[src/rtl/pixel_pkg.sv]
// Shared definitions for the pixel FIFO write side and the sync controller's unpack.
// Packed word layout, raster counter width and FSM state encoding.
package pixel_pkg;

  localparam int PIX_W = 44;
  localparam int XY_W  = 10;

  localparam int X_MSB = 43;
  localparam int X_LSB = 34;
  localparam int Y_MSB = 33;
  localparam int Y_LSB = 24;
  localparam int R_MSB = 23;
  localparam int R_LSB = 16;
  localparam int G_MSB = 15;
  localparam int G_LSB = 8;
  localparam int B_MSB = 7;
  localparam int B_LSB = 0;

  localparam logic [XY_W-1:0] XY_MAX = '1;

  typedef enum logic {
    S_WAIT_VS = 1'b0,
    S_RUN     = 1'b1
  } wr_state_e;

  function automatic logic [PIX_W-1:0] pack_pix(input logic [XY_W-1:0] x,
                                                input logic [XY_W-1:0] y,
                                                input logic [7:0]      r,
                                                input logic [7:0]      g,
                                                input logic [7:0]      b);
    return {x, y, r, g, b};
  endfunction

endpackage

[src/rtl/pix_skid_fifo.sv]
// Small register FIFO that absorbs short FIFO-full stalls on the pixel write side.
// DEPTH must be a power of two so the pointers wrap naturally.
module pix_skid_fifo #(
  parameter int DEPTH = 4,
  parameter int W     = 44
) (
  input  logic         clk_25,
  input  logic         rst_n,
  input  logic         push,
  input  logic         pop,
  input  logic [W-1:0] din,
  output logic [W-1:0] dout,
  output logic         full,
  output logic         empty
);

  localparam int AW = $clog2(DEPTH);
  localparam logic [AW:0] DEPTH_C = (AW+1)'(DEPTH);

  logic [W-1:0]  mem_q [DEPTH];
  logic [W-1:0]  mem_d [DEPTH];
  logic [AW-1:0] wr_ptr_q, wr_ptr_d;
  logic [AW-1:0] rd_ptr_q, rd_ptr_d;
  logic [AW:0]   count_q, count_d;

  assign dout  = mem_q[rd_ptr_q];
  assign full  = (count_q == DEPTH_C);
  assign empty = (count_q == '0);

  // Push into the slot being popped is safe: dout reads the old contents this cycle.
  always_comb begin
    mem_d    = mem_q;
    wr_ptr_d = wr_ptr_q;
    rd_ptr_d = rd_ptr_q;
    count_d  = count_q;
    if (push) begin
      mem_d[wr_ptr_q] = din;
      wr_ptr_d        = wr_ptr_q + 1'b1;
    end
    if (pop) begin
      rd_ptr_d = rd_ptr_q + 1'b1;
    end
    if (push && !pop) begin
      count_d = count_q + 1'b1;
    end else if (pop && !push) begin
      count_d = count_q - 1'b1;
    end
  end

  always_ff @(posedge clk_25 or negedge rst_n) begin
    if (!rst_n) begin
      for (int i = 0; i < DEPTH; i++) begin
        mem_q[i] <= '0;
      end
      wr_ptr_q <= '0;
      rd_ptr_q <= '0;
      count_q  <= '0;
    end else begin
      mem_q    <= mem_d;
      wr_ptr_q <= wr_ptr_d;
      rd_ptr_q <= rd_ptr_d;
      count_q  <= count_d;
    end
  end

endmodule

[src/rtl/pixel_fifo_writer.sv]
// Write side of the ColorTransform pixel FIFO: vsync-framed raster tracking, decimation,
// skid buffering in front of the FIFO and sticky overflow / dropped-pixel accounting.
//
//   state     | meaning
//   S_WAIT_VS | capture idle, counters held at 0, waiting for a vsync edge with en=1
//   S_RUN     | capturing pixels of the current frame
module pixel_fifo_writer
  import pixel_pkg::*;
#(
  parameter int DEPTH  = 4,
  parameter int DECIM  = 1,
  parameter bit VS_POL = 1'b1
) (
  input  logic              clk_25,
  input  logic              rst_n,
  input  logic              en,
  input  logic              pix_vs,
  input  logic              pix_de,
  input  logic [7:0]        pix_r,
  input  logic [7:0]        pix_g,
  input  logic [7:0]        pix_b,
  input  logic              wrfull,
  output logic              wrreq,
  output logic [PIX_W-1:0]  data,
  output logic              frame_start,
  output logic              overflow,
  input  logic              clr_ovf,
  output logic [15:0]       drop_cnt
);

  localparam logic [XY_W-1:0] DECIM_M1 = XY_W'(DECIM - 1);

  wr_state_e       state_q, state_d;
  logic            vs_act_q, vs_act_d;
  logic            de_q, de_d;
  logic            frame_start_q, frame_start_d;
  logic [XY_W-1:0] x_q, x_d, y_q, y_d;
  logic [XY_W-1:0] x_ph_q, x_ph_d, y_ph_q, y_ph_d;
  logic            ovf_q, ovf_d;
  logic [15:0]     drop_cnt_q, drop_cnt_d;

  logic vs_act, vs_edge, keep, push, pop, drop;
  logic skid_full, skid_empty;
  logic [PIX_W-1:0] skid_din;

  assign vs_act  = (pix_vs == VS_POL);
  assign vs_edge = vs_act && !vs_act_q;

  // A pixel coinciding with a vsync edge belongs to no frame and is not captured.
  assign keep = (state_q == S_RUN) && !vs_edge && pix_de &&
                (x_ph_q == '0) && (y_ph_q == '0);
  assign pop  = !skid_empty && !wrfull;
  assign push = keep && (!skid_full || pop);
  assign drop = keep && skid_full && !pop;

  assign skid_din    = pack_pix(x_q, y_q, pix_r, pix_g, pix_b);
  assign wrreq       = pop;
  assign frame_start = frame_start_q;
  assign overflow    = ovf_q;
  assign drop_cnt    = drop_cnt_q;

  pix_skid_fifo #(
    .DEPTH(DEPTH),
    .W    (PIX_W)
  ) u_skid (
    .clk_25(clk_25),
    .rst_n (rst_n),
    .push  (push),
    .pop   (pop),
    .din   (skid_din),
    .dout  (data),
    .full  (skid_full),
    .empty (skid_empty)
  );

  always_comb begin
    state_d       = state_q;
    vs_act_d      = vs_act;
    de_d          = pix_de;
    frame_start_d = vs_edge;
    x_d           = x_q;
    y_d           = y_q;
    x_ph_d        = x_ph_q;
    y_ph_d        = y_ph_q;
    ovf_d         = ovf_q;
    drop_cnt_d    = drop_cnt_q;

    if (vs_edge) begin
      state_d = en ? S_RUN : S_WAIT_VS;
    end

    // Phases only advance with their coordinate so they always equal coord % DECIM.
    if (vs_edge || (state_q == S_WAIT_VS)) begin
      x_d    = '0;
      y_d    = '0;
      x_ph_d = '0;
      y_ph_d = '0;
    end else if (pix_de) begin
      if (x_q != XY_MAX) begin
        x_d    = x_q + 1'b1;
        x_ph_d = (x_ph_q == DECIM_M1) ? '0 : x_ph_q + 1'b1;
      end
    end else if (de_q) begin
      x_d    = '0;
      x_ph_d = '0;
      if (y_q != XY_MAX) begin
        y_d    = y_q + 1'b1;
        y_ph_d = (y_ph_q == DECIM_M1) ? '0 : y_ph_q + 1'b1;
      end
    end

    if (clr_ovf) begin
      ovf_d      = 1'b0;
      drop_cnt_d = '0;
    end else if (drop) begin
      ovf_d = 1'b1;
      if (drop_cnt_q != 16'hFFFF) begin
        drop_cnt_d = drop_cnt_q + 1'b1;
      end
    end
  end

  // vs_act resets to "active" so a vsync already asserted at reset release is not an edge.
  always_ff @(posedge clk_25 or negedge rst_n) begin
    if (!rst_n) begin
      state_q       <= S_WAIT_VS;
      vs_act_q      <= 1'b1;
      de_q          <= 1'b0;
      frame_start_q <= 1'b0;
      x_q           <= '0;
      y_q           <= '0;
      x_ph_q        <= '0;
      y_ph_q        <= '0;
      ovf_q         <= 1'b0;
      drop_cnt_q    <= '0;
    end else begin
      state_q       <= state_d;
      vs_act_q      <= vs_act_d;
      de_q          <= de_d;
      frame_start_q <= frame_start_d;
      x_q           <= x_d;
      y_q           <= y_d;
      x_ph_q        <= x_ph_d;
      y_ph_q        <= y_ph_d;
      ovf_q         <= ovf_d;
      drop_cnt_q    <= drop_cnt_d;
    end
  end

endmodule

[config.mk]
export PLATFORM = sky130hd
export DESIGN_NAME = pixel_fifo_writer
export DESIGN_NICKNAME = d
export VERILOG_FILES = /design/src/rtl/pixel_pkg.sv /design/src/rtl/pix_skid_fifo.sv /design/src/rtl/pixel_fifo_writer.sv
export SDC_FILE = /design/constraint.sdc
export NUM_CORES = 1
export LEC_CHECK = 0
export ABC_AREA = 0
export ABC_CLOCK_PERIOD_IN_PS = 6110
export BUFFER_PORTS_ARGS = -buffer_cell sky130_fd_sc_hd__buf_4
export CORE_MARGIN = 2
export CORE_UTILIZATION = 65
export DETAILED_ROUTE_END_ITERATION = 12
export HOLD_SLACK_MARGIN = 0.06
export PLACE_DENSITY = 0.83
export SYNTH_ARGS = -nofsm -noshare
export SYNTH_HDL_FRONTEND = slang
export SYNTH_SLANG_ARGS = --single-unit
export TNS_END_PERCENT = 30
[constraint.sdc]
create_clock -name clk_25 -period 6.11 [get_ports clk_25]
set_input_delay 0.611 -clock clk_25 [delete_from_list [all_inputs] [get_ports clk_25]]
set_output_delay 0.611 -clock clk_25 [all_outputs]
set_load 0.02 [all_outputs]
Word-level counts from Yosys, hierarchy flattened
Cells that the tools add are included.
Widths: inputs -> output; s select.
{"block": "classes", "magnitude_cmp": 3, "add_sub_neg": 9, "n_mux": 31, "n_bitwise": 3, "reduce_logical": 33, "n_eq_ne": 6}
{"op": "$bwmux 176", "count": 1}
{"op": "$mux 10", "count": 17}
{"op": "$mux 44", "count": 3}
{"op": "$bmux 44 s2", "count": 1}
{"op": "$demux 44 s2", "count": 1}
{"op": "$mux 16", "count": 3}
{"op": "$add 10x1->10 const B", "count": 4}
{"op": "$logic_not 10->1", "count": 2}
{"op": "$ne 10x10->1 const B", "count": 2}
{"op": "$add 16x1->16 const B", "count": 1}
{"op": "$ne 16x16->1 const B", "count": 1}
{"op": "$logic_and 1x1->1", "count": 12}
{"op": "$reduce_bool 2->1", "count": 5}
{"op": "$logic_not 1->1", "count": 7}
{"op": "$ge 3x3->1 const B", "count": 2}
{"op": "$mux 3", "count": 2}
{"op": "$not 2->3", "count": 2}
{"op": "$add 2x1->2 const B", "count": 2}
{"op": "$reduce_and 2->1", "count": 2}
{"op": "$add 3x1->3 const B", "count": 1}
{"op": "$eq 3x3->1 const B", "count": 1}
{"op": "$logic_not 3->1", "count": 1}
{"op": "$lt 3x1->1 const B", "count": 1}
{"op": "$mux 1", "count": 3}
{"op": "7 further kinds", "count": 8}
{"block": "totals", "word_cells": 102, "reg_bits": 244, "input_bits": 31}

Depth between registers and ports, before layout
{"block": "logic_depth", "ltp_word": 12, "mapped_depth": 11, "ltp_nobuf": 11}

Cells and area by module
From an unflattened synthesis, not the netlist that was laid out.
{"block": "hier_totals", "hier_cells": 835, "hier_area_um2": 12077.8}
{"module": "pix_skid_fifo", "seq_area_each_um2": 4579.4, "instances": 1, "area_each_um2": 8714.6, "cells_each": 457}
{"module": "pixel_fifo_writer", "seq_area_each_um2": 1527.7, "instances": 1, "area_each_um2": 3363.2, "cells_each": 378}

Least setup slack after synthesis
OpenSTA, ideal clock, no wires.
{"block": "synth_timing", "path_kind": "reg-to-output", "from": "register u_skid.rd_ptr_q[0]", "to": "output port data[10]", "n_path_buf": 2, "t_arrival_ns": 1.931, "path_stages_with_launch": 4, "setup_slack_ns": 3.568, "cell_sequence": "dfrtp_1 -> clkbuf_1 -> buf_1 -> mux4_2"}
{"block": "synth_via", "elab_chain_len": 4}
{"element": "start: declaration", "line": "pix_skid_fifo.sv:23", "text": "logic [AW-1:0] rd_ptr_q, rd_ptr_d;"}
{"element": "start signal: assignment", "line": "pix_skid_fifo.sv:61", "text": "rd_ptr_q <= rd_ptr_d;"}
{"element": "$not 2->3 (implied by the code)", "line": "pix_skid_fifo.sv:26", "text": "assign dout = mem_q[rd_ptr_q];"}
{"element": "$bmux 44 s2", "line": "pix_skid_fifo.sv:26"}
{"element": "$mux 44 (implied by the code) (2 in a row)", "line": "pix_skid_fifo.sv:26"}
{"element": "end: declaration", "line": "pixel_fifo_writer.sv:24", "text": "output logic [PIX_W-1:0] data,"}
Every way passes these cells. The select of a mux whose other input is x is not followed.

Worst setup path in the final report
{"block": "layout_timing", "from": "register y_ph_q[0]", "to": "register u_skid.mem_q[45] in the netlist's numbering"}
{"block": "layout_via", "elab_chain_len": 3}
{"element": "start: declaration", "line": "pixel_fifo_writer.sv:38", "text": "logic [XY_W-1:0] x_ph_q, x_ph_d, y_ph_q, y_ph_d;"}
{"element": "start signal: assignment", "line": "pixel_fifo_writer.sv:144", "text": "y_ph_q <= y_ph_d;"}
{"element": "$logic_not 10->1", "line": "pixel_fifo_writer.sv:51", "text": "(x_ph_q == '0) && (y_ph_q == '0);"}
{"element": "$logic_and 1x1->1", "line": "pixel_fifo_writer.sv:51"}
{"element": "$logic_and 1x1->1", "line": "pixel_fifo_writer.sv:53", "text": "assign push = keep && (!skid_full || pop);"}
{"element": "end signal: assignment", "line": "pix_skid_fifo.sv:59", "text": "mem_q <= mem_d;"}
{"element": "end: declaration", "line": "pix_skid_fifo.sv:20", "text": "logic [W-1:0] mem_q [DEPTH];"}
Every way passes these cells.
A chain may end at the register's enable or synchronous reset.

==> impl_metrics.env <==
export IMPL_cap_violations=0
export IMPL_syn_inst=830
export IMPL_post_cts_buffers=0
export IMPL_slowest_delay_ns=0.88
export IMPL_final_nets=954
export IMPL_synth_compound_area_frac=0.0327
export IMPL_synth_xor_area_frac=0.0174
export IMPL_die_area_um2=19600
export IMPL_synth_edff_count=0
export IMPL_path_max_fanout=44
export IMPL_fp_coreArea_um2=18100
export IMPL_dp_cells=1111
export IMPL_cts_tree="yes"
export IMPL_timing_hold_violations_final=0
export IMPL_via_count=6958
export IMPL_cts_sinks=244
export IMPL_grt_max_degree=152
export IMPL_period_share=0.541
export IMPL_finClkSkew_ns=0.0108
export IMPL_clk_latency_ns=0.53
export IMPL_grt_usage=0.250
export IMPL_p_leak_nw=6.30
export IMPL_netlist_area_um2=12100
export IMPL_synth_top_family_by_area="multiplexers"
export IMPL_finalCoreUtilization=0.747
export IMPL_fin_cells=1158
export IMPL_die_h_um=140
export IMPL_grt_setup_unrepaired="no"
export IMPL_yosysWarningCount=0
export IMPL_yosysUniqueCellTypes=48
export IMPL_syn_num_nets=874
export IMPL_cts_hold_buf=0
export IMPL_postSynth_asyncResetShare=1.00
export IMPL_grt_pass1_wl_um=39500
export IMPL_drc_errors=10
export IMPL_placed_area_um2=12600
export IMPL_ys_ff_latch=244
export IMPL_num_rows=49
export IMPL_drtAntennaViolNets=0
export IMPL_hold_class="in2async"
export IMPL_worst_setup_path_start_kind="flop"
export IMPL_grt_ovfl_total=0
export IMPL_io_buffers=93
export IMPL_wl_um=23800
export IMPL_num_antenna_cells=0
export IMPL_avgSynthCellArea_um2=14.5
export IMPL_firstDrtPassIters=9
export IMPL_dpl_hpwl_um=13800
export IMPL_via_per_inst=6.01
export IMPL_yosys_area_share_simple=0.0872
export IMPL_cts_resized=0
export IMPL_crit_path_end_kind="flop"
export IMPL_area_growth_pct=12.1
export IMPL_required_ns=6.51
export IMPL_final_area_um2=13500
export IMPL_ios=94
export IMPL_cp_slowest_cell="nor2_8"
export IMPL_status="complete, but fails checks"
export IMPL_wl_per_cell_um=20.5
export IMPL_relSlewSlack=0.193
export IMPL_gp_congestion=0.784
export IMPL_die_x_um=140
export IMPL_path_buf_inv=1
export IMPL_violations="design-rule violations"
export IMPL_drv_slew=0
export IMPL_synth_fa_ha_area_frac=0.0141
export IMPL_start_util=0.666
export IMPL_fmax_ghz=0.303
export IMPL_irDropWorstVdd_uv=263
export IMPL_worst_pin_slew_ns=1.21
export IMPL_path_cells="inv_1, ha_1, nor3b_1, nand3_1, or4_4, nor2_8, mux2_2"
export IMPL_min_period_ns=3.30
export IMPL_cts_reportedPaths_clkPinSlew_ns=0.06
export IMPL_mostFrequentLayoutCells="241 x dfrtp_1, 160 x mux2_4, 94 x buf_4"
export IMPL_numCtsBuffers=26
export IMPL_synth_seq_area_share=0.507
export IMPL_p_per_area_nw_per_um2=415
export IMPL_critPathKind="reg2reg"
export IMPL_setup_viol=0
export IMPL_cp_top_family="simple AND/OR/NAND/NOR gates"
export IMPL_synth_mux_area_frac=0.300
export IMPL_root_buffer="clkbuf_16"
export IMPL_ys_top_cells_by_area="dfrtp_1 50%, mux2_4 20%, mux4_2 8.2%"
export IMPL_worstPathArrival_ns=3.70
export IMPL_final_common_cell="dfrtp_1"
export IMPL_h_tree_depth=1
export IMPL_drt_iter0_markers=481
export IMPL_synthFlopType="dfrtp_1"
export IMPL_timing_setup_tns_ns=0
export IMPL_synth_top_area_frac=0.505
export IMPL_clock_path_buffers=3
export IMPL_grt_pass1_vias=7302
export IMPL_rrSetupSlack_ns=2.81
export IMPL_yosysTopAreaCell="dfrtp_1"
export IMPL_antenna_found_initial=0
export IMPL_drive_gt1_frac=0.408
registers in the layout, indices dropped and copies added (netlist names):
register,count
u_skid.count_q,3
u_skid.rd_ptr_q,2
y_ph_q,10
y_q,10
x_ph_q,10
overflow,1
drop_cnt,16
u_skid.wr_ptr_q,2
u_skid.mem_q,176
vs_act_q,1
x_q,10
state_q,1
frame_start,1
de_q,1
worst paths after layout:
path / from / end / cells past startpoint
setup / recovery: y_ph_q[0] / u_skid.mem_q[45] / 7
hold / removal: rst_n / u_skid.mem_q[109] / 1
setup reg to reg: y_ph_q[0] / u_skid.mem_q[45] / 7
hold reg to reg: u_skid.count_q[2] / u_skid.count_q[2] / 1
max in group asynchronous: rst_n / u_skid.rd_ptr_q[0] / 2
min in group clk_25: pix_vs / vs_act_q / 1
cell type report:
class                   instances  area (um^2)
multi-input cells             524         5440
fillers                      1087         4580
flip-flops and latches        244         6110
clock inverters                14          134
repair buffers                 96          741
inverters                      18         67.6
well taps                     229          287
clock buffers                  33          727
kinds of logic (layout without fill, tap and decap cells):
family,Yosys count,count (layout)
buffers and inverters,62,161
and+or+nand+nor,194,194
xor gates and xnor gates,24,24
muxes,224,224
DFF,244,244
AOI/OAI and AO/OA,69,69
adders and majority gates,13,13
where the power goes:
part,internal [mW],switching [mW]
sequential,1.98,0.400
clock,0.926,0.647
combinational,1.03,0.623
Yosys cell counts (4+ instances only):
| master | count |
|---|---|
| and3_1 | 12 |
| ha_1 | 12 |
| buf_12 | 16 |
| mux2_2 | 17 |
| nand3_1 | 33 |
| mux2_4 | 160 |
| a21oi_1 | 11 |
| xnor2_1 | 12 |
| buf_1 | 7 |
| nor2_8 | 4 |
| mux4_2 | 44 |
| clkbuf_1 | 18 |
| or3_1 | 6 |
| nand4_1 | 7 |
| nand2_1 | 38 |
| nor3_1 | 14 |
| xor2_1 | 12 |
| nor2_1 | 47 |
| inv_1 | 18 |
| o21ai_0 | 41 |
| o31ai_1 | 6 |
| nor4_1 | 5 |
| dfrtp_1 | 243 |
| nand2b_1 | 9 |
through the flow:
step           hold slack [ns]  power, mW  worst slack (ns)
2_1_floorplan            0.315       3.53              3.57
3_3_place_gp             0.473       3.96              2.73
3_5_place_dp             0.476       4.03              2.70
4_1_cts                  0.114       5.65              2.79
5_1_grt                  0.129       5.85              2.58
6_report                0.0856       5.60              2.81
layer usage:
metal	routed length (um)	share of wire	track usage
met1	10500	0.44	0.359
met2	11900	0.50	0.415
met3	1010	0.043	0.0383
met4	351	0.015	0.0526
met5	0	0	0
Note: power is estimated with default switching activity, not from simulation.
